--- src/rtl/flag_pkg.sv ---
// ---------------------------------------------------------------------------
// flag_pkg
// Shared definitions for the flag/branch unit:
//   br_kind_e   - branch kind encoding on br_kind
//   CC_*        - LEGv8 condition codes carried on br_cond
//   fsm_state_e - branch-unit sequencing states
//   nzvc_t      - flag register layout {N,Z,V,C}
// ---------------------------------------------------------------------------
package flag_pkg;

  typedef enum logic [1:0] {
    BK_BCOND = 2'b00,
    BK_CBZ   = 2'b01,
    BK_CBNZ  = 2'b10,
    BK_B     = 2'b11
  } br_kind_e;

  // Conditions come in complementary pairs: odd codes invert the even code
  // below them, except the final pair which is always taken.
  localparam logic [3:0] CC_EQ = 4'h0;
  localparam logic [3:0] CC_NE = 4'h1;
  localparam logic [3:0] CC_HS = 4'h2;
  localparam logic [3:0] CC_LO = 4'h3;
  localparam logic [3:0] CC_MI = 4'h4;
  localparam logic [3:0] CC_PL = 4'h5;
  localparam logic [3:0] CC_VS = 4'h6;
  localparam logic [3:0] CC_VC = 4'h7;
  localparam logic [3:0] CC_HI = 4'h8;
  localparam logic [3:0] CC_LS = 4'h9;
  localparam logic [3:0] CC_GE = 4'hA;
  localparam logic [3:0] CC_LT = 4'hB;
  localparam logic [3:0] CC_GT = 4'hC;
  localparam logic [3:0] CC_LE = 4'hD;
  localparam logic [3:0] CC_AL = 4'hE;
  localparam logic [3:0] CC_NV = 4'hF;

  typedef enum logic [1:0] {
    ST_NOFLAGS = 2'd0,
    ST_READY   = 2'd1,
    ST_HOLD    = 2'd2
  } fsm_state_e;

  typedef struct packed {
    logic n;
    logic z;
    logic v;
    logic c;
  } nzvc_t;

  function automatic nzvc_t pack_flags(input logic n, input logic z,
                                       input logic v, input logic c);
    nzvc_t f;
    f.n = n;
    f.z = z;
    f.v = v;
    f.c = c;
    return f;
  endfunction

endpackage

--- src/rtl/cond_eval.sv ---
// ---------------------------------------------------------------------------
// cond_eval
// Purely combinational LEGv8 condition evaluation.
// Ports:
//   br_cond [3:0] in  - condition code
//   nzvc    [3:0] in  - flags as {N,Z,V,C}
//   taken         out - 1 when the condition holds
// ---------------------------------------------------------------------------
module cond_eval
  import flag_pkg::*;
(
  input  logic [3:0] br_cond,
  input  logic [3:0] nzvc,
  output logic       taken
);

  nzvc_t f;
  logic  base;
  logic  always_pair;

  assign f = nzvc_t'(nzvc);

  // Evaluate the even member of each pair; the odd member is its inverse.
  always_comb begin
    base = 1'b0;
    unique case (br_cond[3:1])
      CC_EQ[3:1]: base = f.z;
      CC_HS[3:1]: base = f.c;
      CC_MI[3:1]: base = f.n;
      CC_VS[3:1]: base = f.v;
      CC_HI[3:1]: base = f.c & ~f.z;
      CC_GE[3:1]: base = ~(f.n ^ f.v);
      CC_GT[3:1]: base = ~f.z & ~(f.n ^ f.v);
      CC_AL[3:1]: base = 1'b1;
      default:    base = 1'b0;
    endcase
  end

  // AL/NV both branch, so the inversion rule does not apply to that pair.
  assign always_pair = (br_cond[3:1] == CC_AL[3:1]);
  assign taken       = always_pair ? 1'b1 : (base ^ br_cond[0]);

endmodule

--- src/rtl/flag_branch_unit.sv ---
// ---------------------------------------------------------------------------
// flag_branch_unit
// NZVC flag register plus branch resolution with a one-cycle registered
// result. A B.cond issued before any flags have ever been captured stalls
// until the first set_flags, which is then bypassed into the decision.
// Ports:
//   clk                    in  - clock, rising edge
//   reset_n                in  - synchronous active-low reset
//   negative/zero/overflow/carry_out in - live ALU flags
//   set_flags              in  - capture live flags this cycle
//   br_valid / br_ready    in/out - branch request handshake
//   br_kind [1:0]          in  - 00 B.cond, 01 CBZ, 10 CBNZ, 11 B
//   br_cond [3:0]          in  - condition code for B.cond
//   res_valid / res_taken  out - registered decision, one cycle per transfer
//   flags_q [3:0]          out - flag register {N,Z,V,C}
//
// state      | meaning
// -----------+--------------------------------------------------------------
// ST_NOFLAGS | no flags captured since reset; B.cond cannot resolve yet
// ST_HOLD    | a B.cond is stalled waiting for the first set_flags
// ST_READY   | flags valid; every request accepted immediately
// ---------------------------------------------------------------------------
module flag_branch_unit
  import flag_pkg::*;
(
  input  logic       clk,
  input  logic       reset_n,
  input  logic       negative,
  input  logic       zero,
  input  logic       overflow,
  input  logic       carry_out,
  input  logic       set_flags,
  input  logic       br_valid,
  output logic       br_ready,
  input  logic [1:0] br_kind,
  input  logic [3:0] br_cond,
  output logic       res_valid,
  output logic       res_taken,
  output logic [3:0] flags_q
);

  fsm_state_e state_q;
  fsm_state_e state_d;
  br_kind_e   kind;
  nzvc_t      live_flags;
  logic [3:0] eff_flags;
  logic       is_bcond;
  logic       cond_taken;
  logic       taken;
  logic       xfer;

  assign kind       = br_kind_e'(br_kind);
  assign is_bcond   = (kind == BK_BCOND);
  assign live_flags = pack_flags(negative, zero, overflow, carry_out);

  // Flags written this cycle are visible to a B.cond in the same cycle.
  assign eff_flags = set_flags ? live_flags : flags_q;

  cond_eval u_cond_eval (
    .br_cond (br_cond),
    .nzvc    (eff_flags),
    .taken   (cond_taken)
  );

  // CBZ/CBNZ test the live zero input directly, never the register.
  always_comb begin
    taken = 1'b0;
    unique case (kind)
      BK_BCOND: taken = cond_taken;
      BK_CBZ:   taken = zero;
      BK_CBNZ:  taken = ~zero;
      BK_B:     taken = 1'b1;
      default:  taken = 1'b0;
    endcase
  end

  always_comb begin
    state_d  = state_q;
    br_ready = 1'b1;
    unique case (state_q)
      ST_NOFLAGS: begin
        if (set_flags) begin
          state_d = ST_READY;
        end else if (br_valid && is_bcond) begin
          state_d  = ST_HOLD;
          br_ready = 1'b0;
        end
      end
      ST_HOLD: begin
        // Release the held B.cond in the very cycle flags arrive.
        br_ready = set_flags | (br_valid & ~is_bcond);
        if (set_flags) begin
          state_d = ST_READY;
        end
      end
      ST_READY: begin
        state_d = ST_READY;
      end
      default: begin
        state_d = ST_NOFLAGS;
      end
    endcase
  end

  assign xfer = br_valid & br_ready;

  always_ff @(posedge clk) begin
    if (!reset_n) begin
      state_q   <= ST_NOFLAGS;
      flags_q   <= 4'b0000;
      res_valid <= 1'b0;
      res_taken <= 1'b0;
    end else begin
      state_q   <= state_d;
      if (set_flags) begin
        flags_q <= live_flags;
      end
      res_valid <= xfer;
      res_taken <= xfer & taken;
    end
  end

endmodule

--- config.mk ---
export PLATFORM = sky130hd
export DESIGN_NAME = flag_branch_unit
export DESIGN_NICKNAME = d
export VERILOG_FILES = /design/src/rtl/flag_pkg.sv /design/src/rtl/cond_eval.sv /design/src/rtl/flag_branch_unit.sv
export SDC_FILE = /design/constraint.sdc
export NUM_CORES = 1
export LEC_CHECK = 0
export CORE_MARGIN = 2
export CORE_UTILIZATION = 40
export DETAILED_ROUTE_END_ITERATION = 7
export PLACE_DENSITY = 0.73
export SLEW_MARGIN = 25
export SYNTH_ARGS = -nofsm -noshare
export SYNTH_HDL_FRONTEND = slang
export SYNTH_HIERARCHICAL = 1
export SYNTH_SLANG_ARGS = --single-unit
--- constraint.sdc ---
create_clock -name clk -period 6.6 [get_ports clk]
set_input_delay 1.98 -clock clk [delete_from_list [all_inputs] [get_ports clk]]
set_output_delay 1.98 -clock clk [all_outputs]
set_load 0.03 [all_outputs]
==> out/results.tsv, run 1 <==
metric	value	unit
clk sink count	8	
main flop type after synthesis	dfxtp_1	
Synth Warn #	6	
post-place instance area	785	um^2
Die Ht	41.8	um
share of layout cells above drive strength 1	16.9	%
top cell type's share of synthesized area	28.1	%
most common cell in the netlist	dfxtp_1	
Int Power	95.8	uW
asr flop ratio synth	0	%
f_max	0.176	GHz
area leader, netlist	dfxtp_1	
clock skew	5.49	ps
count of pins over their slew limit	0	
Synth cell types	32	
area grow syn2layout	41.4	%
Synth area leaders	dfxtp_1 28%, mux2_2 7.9%, ha_1 6.6%, or4b_1 5.3%, and2_1 4.4%	
cts hold-fix bufs	0	
Overflow after GRT	0	
number of post-CTS setup repair buffers	0	
maximum vdd ir drop	0.120	mV
Seq pwr share	39.1	%
first-pass GRT wire length	2.06	mm
Buf/Inv on CP	2	
I/O Pins	21	
Post-synth EDFFs	0	
cts bufs inserted	3	
Starting Density	43.3	%
Initial DRC Count	2	
PwrDens	168	nW/um^2
via count	556	
CTS clock-pin slew for the worst setup and hold paths	60	ps
setup TNS	0	ps
Cells after Synth	61	
CP Launch Type	primary input	
fin crit share	85.9	%
total track usage	15.4	%
crit path cell chain	clkdlybuf4s50_1 -> or3b_2 -> clkdlybuf4s50_1	
Final Hold Viols	0	
Gate power share	33.3	%
Max Fanout on Critical Path	10	
vias per std cell	5.67	
Worst EP required	4620	ps
sequential share of the synthesized area	28.1	%
CTS tree	done	
WL/cell	12.7	um
first-pass detailed-route iteration total	4	
core area	1320	um^2
Ant. Diodes	0	
minimum clock period	5670	ps
Post-Synthesis Cell Area	571	um^2
#FFs+latches synth	8	
switching pwr	39.9	uW
critical path class	primary input to output pin	
worst-margin pin slew	349	ps
Worst setup EP type	output pin	
kind of cell adding the most delay to the critical path	buffers and inverters	
data arrival time of the worst path	3690	ps
IO Port Bufs	20	
Mapped Nets	78	
Lkg Pwr	0.000323	uW
switching fraction of total power	29.4	%
setup violators final	0	
Clk Latency, worst-skew pair	250	ps
Max-slew headroom	76.7	%
die width	41.8	um
RSZ-0062 raised after global routing	false	
post_cts resized	0	
ANT nets after route	0	
Finished Cell Area	807	um^2
# DRC	0	
number of buffers on the longest clock path	2	
top cells by count, synth	8 x dfxtp_1, 5 x inv_1, 4 x and2_1, 4 x mux2_2	
Worst path most repeated cell	clkdlybuf4s50_1	
Mean Syn Cell Area	9.35	um^2
largest net degree at the start of global routing	11	
H-tree levels	1	
Worst path slowest cell	clkdlybuf4s50_1	
antenna violations before repair	0	
Worst path max stage delay	600	ps
die area	1740	um^2
Layout Nets	102	
Post-DP HPWL	990	um
placer congestion estimate	0.731	
status	completed	
HP Class	flop to flop	
num rows	13	
routed wire length	1.24	mm
clock power share	27.6	%
number of global-route vias before repair	495	
CTS root buffer	clkbuf_4	
worst hold slack	526	ps
Max-Cap Viols	0	
==> power by group through the flow <==
stage / sequential [uW] / combinational, uW / clock (uW)
3_3_place_gp: 54.0 / 44.5 / 0
2_1_floorplan: 58.2 / 22.5 / 0
5_1_grt: 53.5 / 49.2 / 41.3
6_report: 53.1 / 45.1 / 37.5
4_1_cts: 53.1 / 45.5 / 39.3
3_5_place_dp: 54.2 / 45.2 / 0
==> metrics by stage <==
step	std cells	util [%]	worst slack [ps]	power, uW
global route	98	61.3	880	144
floorplan	61	-	1910	80.7
global placement	95	59.5	949	98.5
finish	98	61.3	930	136
CTS	98	61.3	923	138
detailed placement	95	59.5	930	99.4
==> final cells by class <==
type / count / area, um^2
Tap cell: 15 / 18.8
Fill cell: 131 / 510
Multi-Input combinational cell: 47 / 387
Timing Repair Buffer: 20 / 200
Inverter: 5 / 18.8
Sequential cell: 8 / 160
Clock buffer: 3 / 22.5
==> cells by family after synthesis <==
logic type	share of synthesized area, %
XOR/XNOR	1.54
buffers and inverters	4.17
adder cells (fa/ha/maj)	6.58
AND/OR/NAND/NOR	22.4
multiplexers	7.89
AO/OA/AOI/OAI	29.4
flip-flops	28.1
==> routing by layer <==
layer	part of all wire [%]	global-route usage [%]
met4	0	11.6
met1	44	17.8
met3	3.7	2.17
met2	52	25.3
met5	0	0
==> worst min-delay path: cells and delay by family (launching register included) <==
family | cells | cell delay, ps
AOI/OAI and AO/OA | 2 | 150
DFF | 1 | 330
==> worst paths after layout <==
kind | startpoint | slack, ps | end | cells after the start
worst max register to register | flags_q[3] | 4670 | res_taken | 7
worst min-delay path | state_q[0] | 530 | state_q[0] | 2
worst max-delay path | set_flags | 930 | br_ready | 3
worst min register to register | state_q[0] | 530 | state_q[0] | 2
==> flip-flops by register name, summed over array words and instances (netlist names) <==
name       flops
res_valid      1
res_taken      1
flags_q        4
state_q        2
==> cells in the final DEF, fill, tap and decap left out, drive strengths merged <==
cell type,netlist,layout
o21ai,2,2
nand2,3,3
ha,3,3
a211oi,1,1
a21oi,2,2
a211o,1,1
o211a,1,1
a32oi,1,1
o21bai,1,1
nor2b,3,3
inv,5,5
a2111o,1,1
nor3,1,1
and2,4,4
a31oi,3,3
a21boi,1,1
dfxtp,8,8
xnor2,1,1
o41a,1,1
a311oi,1,1
clkbuf,0,3
mux2,4,4
nor2,1,1
or4b,3,3
o21ba,1,1
or3b,2,2
and2b,1,1
nor3b,1,1
clkdlybuf4s50,0,20
o211ai,3,3
(Power assumes the default switching activity.)
==> run 2, diff against run 1 <==
--- a/config.mk
+++ b/config.mk
@@ -9,7 +9,6 @@
 export CORE_UTILIZATION = 40
 export DETAILED_ROUTE_END_ITERATION = 7
 export PLACE_DENSITY = 0.73
-export SLEW_MARGIN = 25
 export SYNTH_ARGS = -nofsm -noshare
 export SYNTH_HDL_FRONTEND = slang
 export SYNTH_HIERARCHICAL = 1
==> constraint.sdc (replaced) <==
create_clock -name clk -period 6.7 [get_ports clk]
set_input_delay 2.01 -clock clk [delete_from_list [all_inputs] [get_ports clk]]
set_output_delay 2.01 -clock clk [all_outputs]
set_load 0.03 [all_outputs]
==> results of run 2 <==
The final DEF is identical to that of run 1. Status: completed.
Main changes from that run: setup slack after placement 930 ps -> 970 ps; setup slack after layout 930 ps -> 970 ps; register-to-register setup slack 4670 ps -> 4770 ps; total power 136 uW -> 134 uW; worst IR drop on VDD 0.120 mV -> 0.118 mV
==> run 3, diff against run 2 <==
--- a/config.mk
+++ b/config.mk
@@ -7,7 +7,9 @@
 export LEC_CHECK = 0
 export CORE_MARGIN = 2
 export CORE_UTILIZATION = 40
+export CTS_CLUSTER_SIZE = 24
 export DETAILED_ROUTE_END_ITERATION = 7
+export HOLD_SLACK_MARGIN = 0.06
 export PLACE_DENSITY = 0.73
 export SYNTH_ARGS = -nofsm -noshare
 export SYNTH_HDL_FRONTEND = slang
==> results of run 3 <==
The final DEF is identical to that of run 1. Status: completed.
Main changes from that run: setup slack after placement 930 ps -> 970 ps; setup slack after layout 930 ps -> 970 ps; register-to-register setup slack 4670 ps -> 4770 ps; total power 136 uW -> 134 uW; worst IR drop on VDD 0.120 mV -> 0.118 mV
